File: src/rtl/selec_cnt_pkg.sv
// ============================================================================
// Module  : selec_cnt_pkg
// Brief   : Shared types and constants for the parametrised selector counter.
// Revision: 1.0 - initial release
// ============================================================================
`default_nettype none

package selec_cnt_pkg;

  // Counter control states
  typedef enum logic [1:0] {
    IDLE = 2'd0,
    RUN  = 2'd1,
    DONE = 2'd2
  } state_e;

  // Count direction, captured at start
  localparam logic DIR_UP   = 1'b0;
  localparam logic DIR_DOWN = 1'b1;

  // Terminal behaviour, captured at start
  localparam logic MODE_WRAP    = 1'b0;
  localparam logic MODE_ONESHOT = 1'b1;

endpackage

`default_nettype wire

File: src/rtl/selec_cnt_presc.sv
// ============================================================================
// Module  : selec_cnt_presc
// Brief   : Prescaler tick generator; tick is high on the CE cycle where the
//           counter step is allowed (once every presc+1 CE cycles in RUN).
// Revision: 1.0 - initial release
// ============================================================================
`default_nettype none

module selec_cnt_presc #(
  parameter int unsigned PRESC_W = 4
) (
  input  logic               clk,
  input  logic               rst_n,
  input  logic               ce,
  input  logic               clr,
  input  logic               run,
  input  logic [PRESC_W-1:0] presc,
  output logic               tick
);

  logic [PRESC_W-1:0] pcnt_q;

  // >= keeps the divider from running away if presc is lowered mid-run
  assign tick = (pcnt_q >= presc);

  // Divider counter: cleared on start/stop, counts only while running
  always_ff @(posedge clk or negedge rst_n) begin
    if (!rst_n) begin
      pcnt_q <= '0;
    end else if (ce) begin
      if (clr) begin
        pcnt_q <= '0;
      end else if (run) begin
        pcnt_q <= tick ? '0 : pcnt_q + 1'b1;
      end
    end
  end

endmodule

`default_nettype wire

File: src/rtl/selec_contador_param.sv
// ============================================================================
// Module  : selec_contador_param
// Brief   : Start/stop counter with programmable limit, up/down direction,
//           wrap or one-shot mode, terminal-count and status flags.
//           Optional prescaler enabled by defining SELEC_CNT_PRESCALE_EN.
// Revision: 1.0 - initial release
// ============================================================================
`default_nettype none

module selec_contador_param
  import selec_cnt_pkg::*;
#(
  parameter int unsigned WIDTH   = 5,
  parameter int unsigned PRESC_W = 4
) (
  input  logic               CLK,
  input  logic               RESET,
  input  logic               CE,
  input  logic               start,
  input  logic               stop,
  input  logic               mode_down,
  input  logic               one_shot,
  input  logic [WIDTH-1:0]   limit,
`ifdef SELEC_CNT_PRESCALE_EN
  input  logic [PRESC_W-1:0] presc,
`endif
  output logic [WIDTH-1:0]   cnt,
  output logic               tc,
  output logic               busy,
  output logic               done
);

  if (WIDTH < 1 || PRESC_W < 1) begin : g_param_check
    $error("selec_contador_param: WIDTH and PRESC_W must be at least 1");
  end

  state_e           state_q, state_d;
  logic [WIDTH-1:0] cnt_q, cnt_d;
  logic [WIDTH-1:0] lim_q, lim_d;
  logic             dir_q, dir_d;
  logic             os_q, os_d;
  logic             tick_w;
  logic [WIDTH-1:0] term_w;
  logic [WIDTH-1:0] reload_w;
  logic             at_term_w;

`ifdef SELEC_CNT_PRESCALE_EN
  selec_cnt_presc #(
    .PRESC_W (PRESC_W)
  ) u_presc (
    .clk   (CLK),
    .rst_n (RESET),
    .ce    (CE),
    .clr   (start | stop),
    .run   (state_q == RUN),
    .presc (presc),
    .tick  (tick_w)
  );
`else
  assign tick_w = 1'b1;
`endif

  // Terminal is the limit when counting up and zero when counting down
  assign term_w    = (dir_q == DIR_DOWN) ? '0 : lim_q;
  assign reload_w  = (dir_q == DIR_DOWN) ? lim_q : '0;
  assign at_term_w = (cnt_q == term_w);

  // Next-state and count: stop beats start, start beats stepping
  always_comb begin
    state_d = state_q;
    cnt_d   = cnt_q;
    lim_d   = lim_q;
    dir_d   = dir_q;
    os_d    = os_q;
    if (CE) begin
      if (stop) begin
        state_d = IDLE;
      end else if (start) begin
        state_d = RUN;
        lim_d   = limit;
        dir_d   = mode_down;
        os_d    = one_shot;
        cnt_d   = (mode_down == DIR_DOWN) ? limit : '0;
      end else if (state_q == RUN && tick_w) begin
        if (at_term_w) begin
          if (os_q == MODE_ONESHOT) begin
            state_d = DONE;
          end else begin
            cnt_d = reload_w;
          end
        end else if (dir_q == DIR_DOWN) begin
          cnt_d = cnt_q - 1'b1;
        end else begin
          cnt_d = cnt_q + 1'b1;
        end
      end
    end
  end

  // State, count and captured configuration registers
  always_ff @(posedge CLK or negedge RESET) begin
    if (!RESET) begin
      state_q <= IDLE;
      cnt_q   <= '0;
      lim_q   <= '0;
      dir_q   <= DIR_UP;
      os_q    <= MODE_WRAP;
    end else begin
      state_q <= state_d;
      cnt_q   <= cnt_d;
      lim_q   <= lim_d;
      dir_q   <= dir_d;
      os_q    <= os_d;
    end
  end

  assign cnt  = cnt_q;
  assign busy = (state_q == RUN);
  assign done = (state_q == DONE);
  assign tc   = (state_q == RUN) && at_term_w && tick_w;

endmodule

`default_nettype wire

File: config.mk
export PLATFORM = sky130hd
export DESIGN_NAME = selec_contador_param
export DESIGN_NICKNAME = d
export VERILOG_FILES = /design/src/rtl/selec_cnt_pkg.sv /design/src/rtl/selec_cnt_presc.sv /design/src/rtl/selec_contador_param.sv
export SDC_FILE = /design/constraint.sdc
export NUM_CORES = 1
export LEC_CHECK = 0
export CAP_MARGIN = 20
export CORE_MARGIN = 1
export CORE_UTILIZATION = 30
export DETAILED_ROUTE_END_ITERATION = 10
export SETUP_SLACK_MARGIN = 0.3
export SYNTH_ARGS = -nofsm -noshare
export SYNTH_HDL_FRONTEND = slang
export SYNTH_SLANG_ARGS = --single-unit
File: constraint.sdc
create_clock -name CLK -period 2.1 [get_ports CLK]
set_clock_uncertainty 0.15 [all_clocks]
set_input_delay 0.525 -clock CLK [delete_from_list [all_inputs] [get_ports CLK]]
set_output_delay 0.525 -clock CLK [all_outputs]
set_load 0.01 [all_outputs]
==> results.md <==
- Drt wl/cell: 14.9 um
- DR DRC count: 0
- Seq/Total Area, Yosys: 36.9%
- Final net count: 173
- Yosys top cell area share: 36.9%
- Overflow after GRT: 0
- Initial antenna violation count: 0
- Worst-path fanout max: 5
- Synth top area cells: dfrtp_1 (37%), mux2_2 (12%), a221o_1 (4.2%)
- Post-synth net total: 109
- Io pins: 20
- Failing checks: setup timing
- Async S/R FF share, synth: 100%
- Worst Setup End Kind: flip-flop
- Cells on worst reg2reg path: 11
- Clock Sinks: 14
- GR Util met3: 1.79%
- Sum Neg Setup Slack: -1550 ps
- Syn Inst Count: 93
- # setup viols final: 6
- Critical path startpoint category: flip-flop
- Util after Layout: 53.6%
- Root buffer cell: clkbuf_4
- Power share of the clock group: 9.6%
- Post-place setup slack: -368 ps
- Die area: 3390 um2
- Leak Pwr: 0.760 nW
- Worst-Margin Slew: 405 ps
- Top cells by count, synth: dfrtp_1 (14), mux2_2 (10), nand2_1 (6), inv_1 (5), o21ai_0 (5)
- Internal power: 0.00122 W
- Worst min path class: input port to async pin
- Max_cap viols: 0
- First-pass GRT wire length: 4760 um
- Avg Synthesized Cell Area: 10.2 um2
- Peak VDD IR: 0.000506 V
- Most frequent cell after synthesis: dfrtp_1
- Hold_buf cts: 0
- Number of synthesized register bits: 14
- Combinational power share: 68.0%
- Vias in the first global route: 1,025
- Clk slew on worst S/H paths: 80 ps
- Largest net degree at the start of global routing: 15
- Total global-route track usage: 18.7%
- H-tree levels: 1
- DPL Wire Length: 2040 um
- Slew margin rel.: 73.0%
- Starting DRT DRC Count: 33
- Port bufs: 19
- Die height: 58.3 um
- Met1 Use GR: 25.5%
- Post-Syn Area: 950 um2
- Type of the worst setup path: flip-flop to flip-flop
- Layout cells sized above 1: 52.6%
- Synth area leader: dfrtp_1
- Worst Path Required: 2120 ps
- RSZ-0062 raised after global routing: true
- RePlAce Congestion: 0.898
- Vias: 1,026
- Worst-Skew Late Latency: 280 ps
- FMAX: 418 MHz
- GRT busiest layer: met2
- CTS tree: done
- R2R Path Start: cnt[2]
- CORE AREA: 3030 um2
- Unique masters post-synth: 38
- Remaining antenna violation count after routing: 0
- Synth Flop Type: dfrtp_1
- Fill count: 258
- Synth warn: 0
- WL final: 2970 um
- Worst endpoint data arrival time: 2410 ps
- CTS Buf Count: 3
- Pwr Density: 1200 nW/um2
- Area Growth Syn to Fin: 70.9%
- Switching power: 0.000721 W
- Met2 usage: 30.5%
- Die Wd: 58.3 um
- Reg2reg setup slack: -290 ps
- R2R Path End: cnt[0]
- Row count: 20
- Initial Util: 31.4%
- DRT Pass-1 Iters: 4
- Multi-input gate area: 638 um2
- Max-slew violation count: 0
- Seq pwr share: 22.4%
- Period utilization: 114%
- Sw Share: 37.1%
- Via-to-Cell Ratio: 5.13
- Diode count: 0
- Final hold violations: 0
- Reg area: 357 um2
- Crit path setup slack, layout: -294 ps
- Status: complete, but fails checks
- Bufs on Longest Clock Path: 2
- Number of synthesized flops with an enable pin: 0
- Final min period: 2390 ps
-- final cells by class --
cell class,instances,share of cell area [%]
repair buffers,61,31.7
flip-flops and latches,14,22.0
inverters,6,1.39
multi-input cells,71,39.3
clock buffers,4,2.24
well taps,44,3.39
-- flip-flops by register name, summed over array words and instances, names as in the netlist --
register  cells
dir_q         1
os_q          1
state_q       2
cnt           5
lim_q         5
-- through the flow --
step	area, um2	instances	hold WS (ps)	total power [W]
2_1_floorplan	976	93	79.4	0.000993
3_3_place_gp	1440	185	349	0.00149
3_5_place_dp	1440	185	360	0.00150
4_1_cts	1580	196	396	0.00186
5_1_grt	1620	200	415	0.00207
6_report	1620	200	406	0.00194
-- timing repair --
item                                    4_1_cts  5_1_grt
gates resized for setup                      36       10
setup buffers                                 7        4
endpoints found under the setup margin       14       13
pin swaps                                     6        8
-- kinds of logic after synthesis --
group           count (synthesis)  share of synthesized area, %
buf+inv                         8                          4.08
flops                          14                          36.9
simple gates                   26                          15.9
compound gates                 27                          21.5
fa+ha+maj                       4                          6.06
xor+xnor                        4                          3.69
mux                            10                          11.9
-- per-layer routing --
layer | share of wire [%] | vias to the layer above
met5 | 0 | -
met4 | 1.0 | 0
met3 | 3.8 | 6
met2 | 51 | 32
li1 | - | 483
met1 | 44 | 505
-- how the worst max path moves through the flow --
| stage | slack, ps | startpoint | depth (start not counted) | end |
|---|---|---|---|---|
| after global routing | -380 | cnt[2] | 11 | cnt[0] |
| after floorplan | 120 | dir_q | 4 | tc |
| after CTS | -280 | cnt[2] | 11 | cnt[2] |
| after detailed placement | -370 | lim_q[2] | 5 | tc |
| final | -290 | cnt[2] | 11 | cnt[0] |
| after global placement | -340 | lim_q[2] | 5 | tc |
-- critical path, cell delays in order (launching register included) --
cell,delay [ps]
dfrtp_2,420
a222oi_1,440
buf_4,190
buf_6,80
buf_6,80
buf_6,90
o311ai_4,100
buf_6,150
nor3_2,110
nor2_2,50
buf_6,140
mux2_4,290
-- cells in the final DEF, fill, tap and decap left out, drive strengths merged, types with 2 or more instances in the layout --
master | synthesis | routed
nand2b | 2 | 2
a21oi | 5 | 5
nor2b | 3 | 3
a21o | 2 | 2
clkdlybuf4s50 | 0 | 11
buf | 2 | 45
ha | 3 | 3
a221o | 4 | 4
xnor2 | 3 | 3
o21ai | 5 | 5
inv | 6 | 6
mux2 | 10 | 10
nand3 | 2 | 2
dfrtp | 14 | 14
nand2 | 6 | 6
clkdlybuf4s15 | 0 | 2
and3 | 5 | 5
clkbuf | 0 | 6
nor2 | 3 | 3
-- power by group through the flow --
stage / Clock, W / Combinational [W] / Sequential, W
floorplan: 0 / 0.000522 / 0.000471
global placement: 0 / 0.00106 / 0.000434
detailed placement: 0 / 0.00107 / 0.000434
CTS: 0.000192 / 0.00124 / 0.000431
global route: 0.000205 / 0.00142 / 0.000448
finish: 0.000186 / 0.00132 / 0.000436
Power figures use the tool's default switching activity.
